<file path="config.mk">
export PLATFORM = sky130hd
export DESIGN_NAME = regfile_access_ctrl
export DESIGN_NICKNAME = d
export VERILOG_FILES = /design/src/rtl/regfile_access_ctrl.sv
export SDC_FILE = /design/constraint.sdc
export NUM_CORES = 1
export LEC_CHECK = 0
export CAP_MARGIN = 40
export CORE_MARGIN = 3
export CORE_UTILIZATION = 39
export CTS_BUF_LIST = sky130_fd_sc_hd__clkbuf_8
export CTS_CLUSTER_DIAMETER = 150
export DETAILED_ROUTE_END_ITERATION = 10
export PLACE_DENSITY = 0.95
export REMOVE_ABC_BUFFERS = 1
export SLEW_MARGIN = 10
export SYNTH_ARGS = -nofsm -noshare
export SYNTH_HDL_FRONTEND = slang
export SYNTH_SLANG_ARGS = --single-unit
</file>
<file path="constraint.sdc">
create_clock -name clk -period 2.8 [get_ports clk]
set_clock_uncertainty 0.15 [all_clocks]
set_input_delay 0.84 -clock clk [delete_from_list [all_inputs] [get_ports clk]]
set_output_delay 0.84 -clock clk [all_outputs]
set_load 0.05 [all_outputs]
</file>
<file path="src/rtl/regfile_access_ctrl.sv">
// regfile_access_ctrl: read/write sequencer for a bitline register file; R0 reads as zero.
// Define RF_BYPASS_EN to forward a same-cycle write into a colliding SAMPLE read.
module regfile_access_ctrl (
  input  logic        clk,
  input  logic        rst,
  input  logic        wr_en,
  input  logic [3:0]  wr_addr,
  input  logic [15:0] wr_data,
  input  logic        rd_req,
  input  logic [3:0]  rd_addr1,
  input  logic [3:0]  rd_addr2,
  output logic        rd_ready,
  output logic        rd_valid,
  output logic [15:0] rd_data1,
  output logic [15:0] rd_data2,
  input  logic        rd_ack,
  output logic [15:0] write_reg,
  output logic [15:0] reg_d,
  output logic [15:0] rden1,
  output logic [15:0] rden2,
  input  logic [15:0] bitline1,
  input  logic [15:0] bitline2
);
  typedef enum logic [1:0] {IDLE, SAMPLE, HOLD} state_t;
  state_t      state_q, state_d;
  logic [3:0]  a1_q, a1_d, a2_q, a2_d;
  logic [15:0] d1_q, d1_d, d2_q, d2_d;
  logic        valid_q, valid_d;
  logic        accept, sample, release_hold, hit1, hit2;
`ifdef RF_BYPASS_EN
  assign hit1 = wr_en && (wr_addr == a1_q);
  assign hit2 = wr_en && (wr_addr == a2_q);
`else
  assign hit1 = 1'b0;
  assign hit2 = 1'b0;
`endif
  assign accept       = (state_q == IDLE) && rd_req;
  assign sample       = (state_q == SAMPLE);
  assign release_hold = (state_q == HOLD) && rd_ack;
  always_comb begin
    state_d = accept ? SAMPLE : sample ? HOLD : release_hold ? IDLE : state_q;
    a1_d    = accept ? rd_addr1 : a1_q;
    a2_d    = accept ? rd_addr2 : a2_q;
    d1_d    = !sample ? d1_q : (a1_q == 4'd0) ? 16'h0000 : hit1 ? wr_data : bitline1;
    d2_d    = !sample ? d2_q : (a2_q == 4'd0) ? 16'h0000 : hit2 ? wr_data : bitline2;
    valid_d = sample ? 1'b1 : release_hold ? 1'b0 : valid_q;
  end
  always_ff @(posedge clk or negedge rst) begin
    if (!rst) begin
      state_q <= IDLE;
      a1_q    <= 4'd0;
      a2_q    <= 4'd0;
      d1_q    <= 16'h0000;
      d2_q    <= 16'h0000;
      valid_q <= 1'b0;
    end else begin
      state_q <= state_d;
      a1_q    <= a1_d;
      a2_q    <= a2_d;
      d1_q    <= d1_d;
      d2_q    <= d2_d;
      valid_q <= valid_d;
    end
  end
  assign rd_ready  = (state_q == IDLE);
  assign rd_valid  = valid_q;
  assign rd_data1  = d1_q;
  assign rd_data2  = d2_q;
  assign reg_d     = wr_data;
  // Gated by rst so a write request during reset never reaches the array.
  assign write_reg = (rst && wr_en && wr_addr != 4'd0) ? 16'h1 << wr_addr : 16'h0000;
  assign rden1     = (sample && a1_q != 4'd0) ? 16'h1 << a1_q : 16'h0000;
  assign rden2     = (sample && a2_q != 4'd0) ? 16'h1 << a2_q : 16'h0000;
endmodule

</file>
# == After elaboration in Yosys (flattened, before gate mapping) ==
# Cells that the tools add are included.
# Widths: inputs -> output; s select.
# word_totals
register_bits,43
input_bits,65
output_inout_bits,98
word_cells,35
# op_classes
n_eq_ne,2
shifts,3
n_mux,10
reduce_logical,14
# op_table
cell,n
$mux 16,5
$shl 1x4->16 const A,3
$reduce_bool 4->1,3
$logic_not 4->1,2
$logic_and 1x1->1,6
$mux 2,3
$reduce_bool 3->1,1
$eq 2x1->1 const B,1
$eq 2x2->1 const B,1
$logic_not 2->1,1
$mux 1,2
$reduce_bool 2->1,1

# == Depth between registers and ports, before layout ==
# depth
word_depth,5
depth_mapped,5
mapped_depth_nobuf,2

# == Least setup slack after synthesis ==
# No wires, ideal clock.
# synth_path
path_kind,in2out
start,input port wr_addr[1]
end,output port write_reg[1]
arrival_ps,2466
required_ps,1810
path_slack_ps,-656
stages,2
n_path_buf,0
cell_sequence,nand2b_1 nor4_1
# synth_via
elab_chain_cells,3
elab_cells_between_ends,4
cone_classes,shift (1); mux (1); reduce/logical (2)
# synth_lines
item,line,text
start: declaration,7,"input logic [3:0] wr_addr,"
$reduce_bool 4->1,71,assign write_reg = (rst && wr_en && wr_addr != 4'd0) ? 16'h1 << wr_addr : 16'h0000;
$logic_and 1x1->1,71,
$mux 16 (*),71,
end: declaration,17,"output logic [15:0] write_reg,"
# Every way passes the cells marked *; elsewhere a longest branch is shown, timed or not.

# == Worst setup path after layout ==
# layout_path
start,input port wr_addr[2]
end,output port write_reg[8]
# The elaborated chain is that of the path after synthesis.

==> flow_metrics.tcl <==
set metrics [dict create \
    ys_seq_elements 43 \
    gr-total-overflow 0 \
    clock_latency_ps 290 \
    yosys.area_share.simple_pct 27.6 \
    synth_compound_area_share_pct 13.1 \
    ios 163 \
    cp.arrival_ps 1810 \
    die_area_mm2 0.00705 \
    violations "setup timing" \
    num_rows 27 \
    grt_max_degree 44 \
    layout-drive-gt1-share_pct 29.7 \
    period_share_pct 100 \
    synth_mux_area_share_pct 3.80 \
    cp.required_ps 1810 \
    status "finished, violations left" \
    nets 407 \
    coreArea_mm2 0.00568 \
    period_needed_ps 2800 \
    portBuffers 127 \
    antenna_found_initial 1 \
    cts-htree-levels 2 \
    synth-xor-area-share_pct 0 \
    cp-start-kind "input pin" \
    syn_area_mm2 0.00237 \
    fin_hold_ws_ps 338 \
    root_buffer "clkbuf_8" \
    drtAntennaViolNets 0 \
    peakVddDrop_mv 0.731 \
    ys_top_cells_by_area "dfrtp_1 (45%), o2bb2ai_1 (12%), nand3b_1 (10%)" \
    power.density_mw_per_mm2 1000 \
    relSlewSlack_pct 43.8 \
    synth_top_family_by_area "simple AND/OR/NAND/NOR gates" \
    cts-buffers-inserted 5 \
    area_delta_synth_final_pct 80.4 \
    yosysTopAreaCellShare_pct 45.4 \
    vias_per_cell 5.53 \
    slew_violations 0 \
    wirelength_um 8030 \
    final_cell_mix "clkdlybuf4s50_1 (75), buf_12 (45), dfrtp_1 (42), nand3b_1 (32), o2bb2ai_1 (32)" \
    synth_top_area_cell "dfrtp_1" \
    setup_viol 1 \
    final_util_pct 75.3 \
    gr-usage-all-layers_pct 21.8 \
    syn_area_per_cell_um2 10.5 \
    setup_ws_ps -1.10 \
    path_max_fanout 6 \
    rsz0062_at_grt "yes" \
    power_mw 4.29 \
    finalHoldViolations 0 \
    dieHeight_um 84.0 \
    worst_pin_slew_ps 837 \
    cts.clk_slew.worst_paths_ps 70 \
    start_util_pct 41.8 \
    drtPass1Iterations 5 \
    drt_iter0_drc 54 \
    gp_congestion 0.856 \
    clock_path_buffers 2 \
    dp_slack_ps -313 \
    drc 0 \
    final_common_cell "clkdlybuf4s50_1" \
    cts_tree "yes" \
    fmax_mhz 357 \
    grt_pass1_wl_um 12300 \
    ys_warn_count 0 \
    first_global_vias 2329 \
    hp-class "reg -> reg" \
    hpwl_um 5990 \
    synth_adder_area_share_pct 0 \
    vias 2296 \
    die_w_um 84.0 \
    diodes 0 \
    ys_types 23 \
    ys_seq_area_share_pct 45.4 \
    p_leak_nw 1.64 \
    wl_per_cell_um 19.4 \
    endpoint_kind "output port" \
    clock_sinks 43 \
    syn_inst 226 \
    crit_type "in -> out" \
    drv_cap 0 \
]
repair_timing:
action,4_1_cts,5_1_grt
endpoints found under the hold margin,0,0
gates cloned,0,0
hold buffers,0,0
resized for setup,22,16
setup endpoints to repair,17,18
buffers inserted,0,1
pin swaps,5,1
final cells by class:
class | count | area (µm²)
fill | 387 | 1400
sequential | 43 | 1080
clock buffer | 6 | 82.6
tap | 72 | 90.1
timing repair buffer | 142 | 1810
clock inverter | 2 | 38.8
inverter | 2 | 7.51
multi-input combinational | 148 | 1170
layer usage:
layer  track usage [%]  part of all wire, %  up-vias
li1                  -                    -     1033
met1              24.7                   37     1124
met2              38.0                   52      125
met3              9.67                  9.3       12
met4              4.39                  1.9        2
met5                 0                 0.16        -
per-stage QoR:
step / cell area [µm²] / std cells / setup TNS, ps
after global routing: 4280 / 415 / -167
final: 4280 / 415 / -1.10
after CTS: 4220 / 414 / -25.7
after floorplan: 2150 / 193 / -19090
after detailed placement: 4060 / 406 / -3650
after global placement: 4060 / 406 / -2780
sequential cells by signal (all words and copies together), names as in the netlist:
name and cells:
a1_q 4, rd_valid 1, a2_q 4, state_q 2, rd_data1 16, rd_data2 16
kinds of logic after synthesis:
kind of cell,count (synthesis)
mux,8
simple gates,101
other cells,1
flops,43
buf+inv,37
compound gates,36
path summary, 6_finish.rpt:
| path | start | endpoint | slack [ps] | cells past startpoint |
|---|---|---|---|---|
| max | wr_addr[2] | write_reg[8] | -1 | 5 |
| min | rd_data1[3] | rd_data1[3] | 340 | 1 |
| max reg2reg | a1_q[3] | rd_data1[0] | 980 | 2 |
| min reg2reg | rd_data1[3] | rd_data1[3] | 340 | 1 |
| max in group asynchronous | rst | state_q[0] | 1520 | 2 |
| min in group asynchronous | rst | rd_data2[9] | 610 | 2 |
cell usage after synthesis:
master     number
buf_2           8
nand2_1         4
mux2_2          8
nand4_1         1
nor4_4          2
o2bb2ai_1      32
buf_6           1
a2bb2oi_1       1
nand4b_1        4
clkbuf_1        5
inv_1           2
nor2_1         28
a21o_1          2
conb_1          1
dfrtp_1        43
nor4_1          9
nor3_1          9
a21boi_0        1
buf_4          21
nor3b_4         1
nand3b_1       32
nand4bb_1       4
nand2b_1        7
where the power goes:
part | switching, mW | internal (mW)
Clock | 0.202 | 0.293
Combinational | 1.56 | 0.992
Sequential | 0.328 | 0.917
worst max-delay path: stages:
cell and delay (ps):
buf_2 160, nand4b_1 310, nor3_2 220, buf_4 150, buf_12 130
Note: power is estimated with default switching activity, not from simulation.
